[src/rtl/mdio_master.sv]
// mdio_master: MDIO management master (Clause 22 / Clause 45).
//
// Takes one register request at a time over a valid/ready handshake. It
// serialises the frame on MDC/MDIO as preamble, ST, OP, PHYAD/PRTAD,
// REGAD/DEVAD, TA and 16 data bits, MSB first. It then returns a one-cycle
// response carrying read data and a turnaround error flag. The MDIO tristate
// buffer lives at board top level, so the pin is exposed as o/oe/i.
//
// Parameters:
//   CLK_DIV  sys0_clk cycles per MDC half-period (1..255)
//   PRE_LEN  preamble '1' bits before ST (0..32)
//
// Optional build macro:
//   MDIO_PRE_SUPPRESS_EN  adds input pre_suppress. When it is high at accept,
//                         the frame is sent without a preamble.
//
// Ports:
//   sys0_clk, sys0_rst      clock, synchronous active-high reset
//   req_valid/req_ready     request handshake (ready only while idle)
//   req_c45, req_op         frame type and OP field (OP MSB=1 means read)
//   req_phyad, req_regad    PHYAD/PRTAD and REGAD/DEVAD
//   req_data                write data or C45 address
//   rsp_valid               one-cycle pulse at the end of every frame
//   rsp_data, rsp_err       read data and bad-turnaround flag (held)
//   mdio_mdc                management clock
//   mdio_mdd_o/_oe/_i       MDIO pad output, output enable, input
module mdio_master #(
  parameter int CLK_DIV = 25,
  parameter int PRE_LEN = 32
) (
  input  logic        sys0_clk,
  input  logic        sys0_rst,
`ifdef MDIO_PRE_SUPPRESS_EN
  input  logic        pre_suppress,
`endif
  input  logic        req_valid,
  output logic        req_ready,
  input  logic        req_c45,
  input  logic [1:0]  req_op,
  input  logic [4:0]  req_phyad,
  input  logic [4:0]  req_regad,
  input  logic [15:0] req_data,
  output logic        rsp_valid,
  output logic [15:0] rsp_data,
  output logic        rsp_err,
  output logic        mdio_mdc,
  output logic        mdio_mdd_o,
  output logic        mdio_mdd_oe,
  input  logic        mdio_mdd_i
);

  typedef enum logic [1:0] {IDLE, PRE, FRAME, DONE} state_e;

  localparam logic [7:0] DIV_LAST = 8'(CLK_DIV - 1);
  localparam logic [5:0] PRE_BITS = 6'(PRE_LEN);

  state_e      state_q, state_d;
  logic [7:0]  div_q, div_d;
  logic [5:0]  bit_q, bit_d;
  logic [5:0]  pre_n_q, pre_n_d;
  logic        rd_q, rd_d;
  logic [31:0] frame_q, frame_d;
  logic [15:0] rx_q, rx_d;
  logic        ta_q, ta_d;
  logic        mdc_q, mdc_d;
  logic        mdo_q, mdo_d;
  logic        oe_q, oe_d;
  logic        ready_q, ready_d;
  logic        rsp_valid_q, rsp_valid_d;
  logic [15:0] rsp_data_q, rsp_data_d;
  logic        rsp_err_q, rsp_err_d;

  logic        accept;
  logic        half_end;
  logic        rise;
  logic        fall;
  logic [5:0]  bit_nxt;
  logic [5:0]  pre_sel;
  logic [5:0]  ta1_idx;
  logic [5:0]  ta2_idx;
  logic [5:0]  last_idx;
  logic [31:0] frame_in;

`ifdef MDIO_PRE_SUPPRESS_EN
  assign pre_sel = pre_suppress ? 6'd0 : PRE_BITS;
`else
  assign pre_sel = PRE_BITS;
`endif

  assign accept   = req_valid && ready_q;
  assign half_end = (div_q == DIV_LAST);
  // MDC toggles at the end of each half-period; the level before the toggle
  // tells which edge is about to happen.
  assign rise     = half_end && !mdc_q;
  assign fall     = half_end && mdc_q;
  assign bit_nxt  = bit_q + 6'd1;
  // The bit counter runs across preamble and frame, so frame-relative
  // positions are offset by this frame's preamble length.
  assign ta1_idx  = pre_n_q + 6'd14;
  assign ta2_idx  = pre_n_q + 6'd15;
  assign last_idx = pre_n_q + 6'd31;
  // The TA field is always loaded as 10. On reads it is never seen on the
  // wire, because the output enable is already off by then.
  assign frame_in = {(req_c45 ? 2'b00 : 2'b01), req_op, req_phyad, req_regad,
                     2'b10, req_data};

  always_comb begin
    state_d     = state_q;
    div_d       = div_q;
    bit_d       = bit_q;
    pre_n_d     = pre_n_q;
    rd_d        = rd_q;
    frame_d     = frame_q;
    rx_d        = rx_q;
    ta_d        = ta_q;
    mdc_d       = mdc_q;
    mdo_d       = mdo_q;
    oe_d        = oe_q;
    rsp_valid_d = 1'b0;
    rsp_data_d  = rsp_data_q;
    rsp_err_d   = rsp_err_q;

    unique case (state_q)
      IDLE: begin
        if (accept) begin
          pre_n_d = pre_sel;
          rd_d    = req_op[1];
          frame_d = frame_in;
          div_d   = 8'd0;
          bit_d   = 6'd0;
          mdc_d   = 1'b0;
          oe_d    = 1'b1;
          if (pre_sel == 6'd0) begin
            state_d = FRAME;
            mdo_d   = frame_in[31];
          end else begin
            state_d = PRE;
            mdo_d   = 1'b1;
          end
        end
      end

      PRE, FRAME: begin
        if (half_end) begin
          div_d = 8'd0;
          mdc_d = ~mdc_q;
        end else begin
          div_d = div_q + 8'd1;
        end

        // PHY data is captured as MDC goes high: TA2 first, then 16 data bits.
        if (rise && (state_q == FRAME) && rd_q) begin
          if (bit_q == ta2_idx) begin
            ta_d = mdio_mdd_i;
          end else if (bit_q > ta2_idx) begin
            rx_d = {rx_q[14:0], mdio_mdd_i};
          end
        end

        // New bits are launched only as MDC falls.
        if (fall) begin
          if (state_q == PRE) begin
            bit_d = bit_nxt;
            if (bit_q == pre_n_q - 6'd1) begin
              state_d = FRAME;
              mdo_d   = frame_q[31];
            end
          end else if (bit_q == last_idx) begin
            state_d     = DONE;
            mdc_d       = 1'b0;
            oe_d        = 1'b0;
            mdo_d       = 1'b1;
            rsp_valid_d = 1'b1;
            rsp_data_d  = rd_q ? rx_q : 16'h0000;
            rsp_err_d   = rd_q & ta_q;
          end else begin
            bit_d   = bit_nxt;
            frame_d = {frame_q[30:0], 1'b0};
            mdo_d   = frame_q[30];
            if (rd_q && (bit_nxt >= ta1_idx)) begin
              oe_d = 1'b0;
            end
          end
        end
      end

      DONE: begin
        state_d = IDLE;
      end

      default: begin
        state_d = IDLE;
      end
    endcase

    ready_d = (state_d == IDLE);
  end

  always_ff @(posedge sys0_clk) begin
    if (sys0_rst) begin
      state_q     <= IDLE;
      div_q       <= 8'd0;
      bit_q       <= 6'd0;
      mdc_q       <= 1'b0;
      mdo_q       <= 1'b1;
      oe_q        <= 1'b0;
      ready_q     <= 1'b0;
      rsp_valid_q <= 1'b0;
      rsp_data_q  <= 16'h0000;
      rsp_err_q   <= 1'b0;
    end else begin
      state_q     <= state_d;
      div_q       <= div_d;
      bit_q       <= bit_d;
      mdc_q       <= mdc_d;
      mdo_q       <= mdo_d;
      oe_q        <= oe_d;
      ready_q     <= ready_d;
      rsp_valid_q <= rsp_valid_d;
      rsp_data_q  <= rsp_data_d;
      rsp_err_q   <= rsp_err_d;
    end
  end

  // Frame payload and capture registers: always rewritten before use.
  always_ff @(posedge sys0_clk) begin
    pre_n_q <= pre_n_d;
    rd_q    <= rd_d;
    frame_q <= frame_d;
    rx_q    <= rx_d;
    ta_q    <= ta_d;
  end

  assign req_ready   = ready_q;
  assign rsp_valid   = rsp_valid_q;
  assign rsp_data    = rsp_data_q;
  assign rsp_err     = rsp_err_q;
  assign mdio_mdc    = mdc_q;
  assign mdio_mdd_o  = mdo_q;
  assign mdio_mdd_oe = oe_q;

endmodule

[config.mk]
export PLATFORM = sky130hd
export DESIGN_NAME = mdio_master
export DESIGN_NICKNAME = d
export VERILOG_FILES = /design/src/rtl/mdio_master.sv
export SDC_FILE = /design/constraint.sdc
export NUM_CORES = 1
export LEC_CHECK = 0
export BUFFER_PORTS_ARGS = -buffer_cell sky130_fd_sc_hd__buf_2
export CAP_MARGIN = 25
export CORE_ASPECT_RATIO = 0.6
export CORE_MARGIN = 2
export CORE_UTILIZATION = 25
export CTS_BUF_LIST = sky130_fd_sc_hd__clkbuf_8
export DETAILED_ROUTE_END_ITERATION = 16
export PLACE_DENSITY_LB_ADDON = 0.08
export RECOVER_POWER = 100
export SYNTH_ARGS = -nofsm -noshare
export SYNTH_HDL_FRONTEND = slang
export SYNTH_SLANG_ARGS = --single-unit
[constraint.sdc]
create_clock -name sys0_clk -period 2.98 [get_ports sys0_clk]
set_input_delay 0.149 -clock sys0_clk [delete_from_list [all_inputs] [get_ports sys0_clk]]
set_output_delay 0.149 -clock sys0_clk [all_outputs]
set_load 0.03 [all_outputs]
== Word-level counts from Yosys, hierarchy flattened ==
Index checks and enable logic that the tools add are counted.
Cells by class
  add/subtract/negate cells: 2
  multipliers: 0
  divide/modulo/power cells: 0
  $lt $le $gt $ge: 2
  eq/ne operators: 14
  shift-type cells: 0
  muxes and demuxes: 39
  bitwise gates (word level): 6
  reduce and logical (&&, ||, !) cells: 21
Operator list (number)
  $mux W32: 4
  $pmux W32 S2: 1
  $mux W6: 4
  $mux W1: 16
  $mux W16: 1
  $mux W8: 2
  $pmux W8 S2: 1
  $reduce_and A4 Y1: 4
  $eq A6 B6 Y1 const B: 2
  $pmux W6 S2: 1
  $mux W2: 5
  $reduce_and A5 Y1: 2
  $ne A3 B3 Y1 const B: 3
  $add A8 B1 Y8 const B: 1
  $eq A8 B5 Y1 const B: 1
  $ne A2 B2 Y1 const B: 4
  $add A6 B1 Y6 const B: 1
  $eq A6 B5 Y1 const B: 1
  $ge A6 B6 Y1 const B: 1
  $gt A6 B6 Y1 const B: 1
  $logic_and A1 B1 Y1: 6
  $pmux W1 S2: 3
  $pmux W2 S3: 1
  $not A1 Y1: 5
  10 further kinds: 13
Word-level totals
  flip-flop bits (word level): 88
  latch bits: 0
  memory bits (writable): 0
  memory bits (read-only): 0
  memories: 0

== Logic depth before layout (Yosys ltp) ==
  word-level depth: 8
  gate-level depth with buffers: 11
  gate-level depth less buffers: 9

== Worst setup path before layout ==
OpenSTA, ideal clock, no wires.
  kind: register to register
  from: register div_q[0]
  to: register frame_q[0], enable pin
  setup time: 421 ps
  arrival: 2709 ps
  required time: 2559 ps
  slack: -150 ps
  cell stages (with the launch flop): 8
  buffers on the path: 0
  path through: dfxtp_1 > inv_1 > ha_1 > nand4b_1 > nor4_1 > ha_1 > o22ai_2 > nor2_1
Between the ends
  word-level cells in the longest chain between the ends: 4
Ends and longest elaborated chain
  from (decl): line 58  | logic [7:0] div_q, div_d;
  from (signal assigned): line 213  | div_q <= div_d;
  $eq A8 B5 Y1: line 91  | assign half_end = (div_q == DIV_LAST);
  $logic_and A1 B1 Y1: line 95  | assign fall = half_end && mdc_q;
  $ne A2 B2 Y1 (no line)
  $reduce_and A5 Y1 (no line)
  to (signal assigned): line 229  | frame_q <= frame_d;
  to (decl): line 62  | logic [31:0] frame_q, frame_d;
No other way between the ends.
A chain may end at the register's enable or synchronous reset.

== Worst setup path in the final report ==
  from: register state_q[0]
  to: register frame_q[17], enable pin
Between the ends
  word-level cells in the longest chain between the ends: 4
Ends and longest elaborated chain
  from (decl): line 57  | state_e state_q, state_d;
  from (signal assigned): line 212  | state_q <= state_d;
  $eq A2 B2 Y1 / $eq A2 B1 Y1 (equally long branches): line 123, 162
  $reduce_or A2 Y1: line 123  | unique case (state_q)
  $ne A2 B2 Y1 (no line) / $reduce_bool A2 Y1 (equally long branches)
  $reduce_and A5 Y1 (no line) (*)
Mark *: on every way between the ends. The rest lies on a longest branch, timed or not.

==> flow_metrics.env <==
export IMPL_synth_enable_flop_cells=50
export IMPL_status="completed"
export IMPL_yosys_area_top_type="edfxtp_1"
export IMPL_crit_required_ns=2.97
export IMPL_max_freq_ghz=0.3812
export IMPL_clk_pin_slew_ns=0.09
export IMPL_num_fill_cells=1616
export IMPL_start_util_pct=25.67
export IMPL_fp_dieW_um=166.4
export IMPL_coreArea_sq_mm=0.01541
export IMPL_cts_max_level=3
export IMPL_finalHoldViolations=0
export IMPL_post_route_drc_count=0
export IMPL_ys_flop_type="edfxtp_1"
export IMPL_drv_slew=0
export IMPL_hpwlAfterDp_um=5863
export IMPL_p_per_area_mw_per_mm2=524.4
export IMPL_worstPathMaxFanout=32
export IMPL_crit_buf_inv=2
export IMPL_finalSetupViolCount=0
export IMPL_cts_root_buffer="clkbuf_8"
export IMPL_grt_pass1_vias=2475
export IMPL_critPathKind="reg2reg"
export IMPL_cts_buffers=9
export IMPL_cts_tree="done"
export IMPL_peakVddDrop_mv=0.2204
export IMPL_post_drt_wl_per_cell_um=14.72
export IMPL_yosys_warnings=0
export IMPL_diodes=0
export IMPL_path_cells="inv_1 > ha_1 > and2b_1 > o22ai_1 > nor2_2 > clkbuf_2"
export IMPL_vias_per_cell=4.466
export IMPL_utilization_pct=29.50
export IMPL_clk_insertion_delay_late_ns=0.36
export IMPL_wirelength_um=8714
export IMPL_place_congestion=0.7229
export IMPL_tightest_slew_ns=0.8302
export IMPL_crit_path_end_kind="flip-flop"
export IMPL_drt_iter0_markers=121
export IMPL_critPathMaxStageDelay_ns=0.65
export IMPL_grt_first_pass_wirelength_um=13920
export IMPL_rsz0062_at_grt="false"
export IMPL_dieHeight_um=101.5
export IMPL_dr_pass1_iters=4
export IMPL_placed_area_sq_mm=0.004387
export IMPL_ant_nets=0
export IMPL_die_area_sq_mm=0.01689
export IMPL_antenna_found_initial=0
export IMPL_netlist_instances=331
export IMPL_holdCritPathClass="in2reg"
export IMPL_crit_arrival_ns=2.61
export IMPL_drive_above_1_share_pct=22.37
export IMPL_stdcell_area_sq_mm=0.004548
export IMPL_numClockSinks=88
export IMPL_async_flop_share_pct=0
export IMPL_synth_area_sq_mm=0.003958
export IMPL_synth_top_area_share_pct=37.94
export IMPL_worstSetupStartpointType="flip-flop"
export IMPL_p_leak_nw=1.508
export IMPL_post_synth_cell_area_avg_sq_um=11.96
export IMPL_clockBufferDepth=2
export IMPL_vias=2644
export IMPL_synth_area_leaders="edfxtp_1 (38%), dfxtp_1 (19%), mux2_2 (7.7%)"
export IMPL_skew_ns=0.01482
export IMPL_crit_family="buffers and inverters"
export IMPL_io_buffers=54
export IMPL_fin_crit_sh_pct=88.02
export IMPL_overflow=0
export IMPL_syn_to_final_growth_pct=14.92
export IMPL_synth_ff_latch_count=88
export IMPL_ys_seq_area_share_pct=57.16
export IMPL_grt_max_degree=33
export IMPL_syn_nets=374
export IMPL_finalNetCount=427
export IMPL_rows=35
export IMPL_grt_usage_pct=10.67
export IMPL_period_minus_slack_ns=2.623
export IMPL_tns_ns=0
export IMPL_crit_slowest_cell="clkbuf_2"
export IMPL_ys_types=64
export IMPL_maxCapViolations=0
export IMPL_io_pins=55
export IMPL_relSlewSlack_pct=44.65
synth_stat cells, types with 4 or more instances:
library cell	number
clkbuf_1	6
nand3_1	23
mux2_2	27
nor2_1	14
nand2_1	27
dfxtp_1	38
and2_1	4
o21ai_0	6
buf_6	5
inv_1	10
ha_1	10
xnor2_1	5
nor2b_1	4
o31ai_1	5
edfxtp_1	50
a21oi_1	28
placed cells by master, fill, tap and decap left out, types with 5 or more instances in the layout:
cell type | netlist | final
nor2_1 | 14 | 13
edfxtp_1 | 50 | 50
mux2_2 | 27 | 24
clkbuf_8 | 0 | 10
o31ai_1 | 5 | 5
ha_1 | 10 | 10
a21oi_1 | 28 | 28
nand3_1 | 23 | 23
clkbuf_1 | 6 | 25
buf_2 | 3 | 31
o21ai_0 | 6 | 6
dfxtp_1 | 38 | 38
xnor2_1 | 5 | 5
nand2_1 | 27 | 27
inv_1 | 10 | 12
state kept, by name (all words and copies together) (netlist names):
register,cells
mdio_mdc,1
rd_q,1
ta_q,1
frame_q,32
mdio_mdd_o,1
bit_q,6
rx_q,16
req_ready,1
rsp_valid,1
mdio_mdd_oe,1
rsp_data,16
rsp_err,1
div_q,8
state_q,2
area by class of cell:
| type | instances | area, sq um | area share (%) |
|---|---|---|---|
| Clock buffer | 10 | 137.6 | 3.026 |
| Clock inverter | 6 | 61.31 | 1.348 |
| Inverter | 11 | 41.29 | 0.9078 |
| Multi-Input combinational cell | 211 | 1490 | 32.76 |
| Sequential cell | 88 | 2262 | 49.74 |
| Tap cell | 203 | 254.0 | 5.585 |
| Timing Repair Buffer | 63 | 301.5 | 6.630 |
logic make-up after synthesis:
| family | Yosys count | share of synthesized area (%) |
|---|---|---|
| AOI/OAI and AO/OA | 65 | 11.03 |
| xor gates and xnor gates | 8 | 1.771 |
| adders and majority gates | 10 | 3.162 |
| buffers and inverters | 32 | 4.963 |
| DFF | 88 | 57.16 |
| muxes | 27 | 7.683 |
| and+or+nand+nor | 101 | 14.23 |
final timing paths:
kind | cells after the start | slack (ns) | from | end
max | 6 | 0.36 | state_q[0] | frame_q[17]
min | 2 | 0.08 | req_data[0] | frame_q[0]
max reg2reg | 6 | 0.36 | state_q[0] | frame_q[17]
min reg2reg | 2 | 0.45 | rsp_data[11] | rsp_data[11]
layer usage:
| layer | part of all wire, % | global-route usage, % | vias to the layer above | wire length [um] |
|---|---|---|---|---|
| met5 | 0 | 0 | - | 0 |
| met4 | 1.2 | 3.382 | 0 | 106 |
| met3 | 4.8 | 3.087 | 9 | 416 |
| met2 | 36 | 13.76 | 43 | 3143 |
| met1 | 58 | 16.60 | 1272 | 5048 |
| li1 | - | - | 1320 | - |
report_power, final:
part	switching, W	internal (W)	leakage, nW
registers	0.0000148	0.00133	0.762
clock network	0.000435	0.000406	0.0957
logic	0.000118	0.0000815	0.650
per-stage QoR:
step                      setup slack [ns]  cells  hold WS, ns  total power (W)
final                               0.3569    592      0.07571         0.002385
after global routing                0.1315    592      0.05624         0.002499
after CTS                           0.4337    592      0.05658         0.002438
after detailed placement            0.4692    574       0.3483         0.001577
after global placement              0.5582    574       0.3507         0.001577
after floorplan                     0.2698    331       0.2479         0.001506
worst register-to-register path, delay by kind of cell (launching register included):
family                   cells  cell delay (ns)
buffers and inverters        2             0.77
flip-flops                   1             0.37
AO/OA/AOI/OAI                1             0.15
AND/OR/NAND/NOR              2             0.44
adder cells (fa/ha/maj)      1             0.52
what timing repair did:
action                                 4_1_cts  5_1_grt
gates resized for setup                      0        0
endpoints found under the hold margin        3        0
buffers inserted                             0        0
hold buffers                                 2        0
No activity file was read; power rests on OpenSTA's default activity.
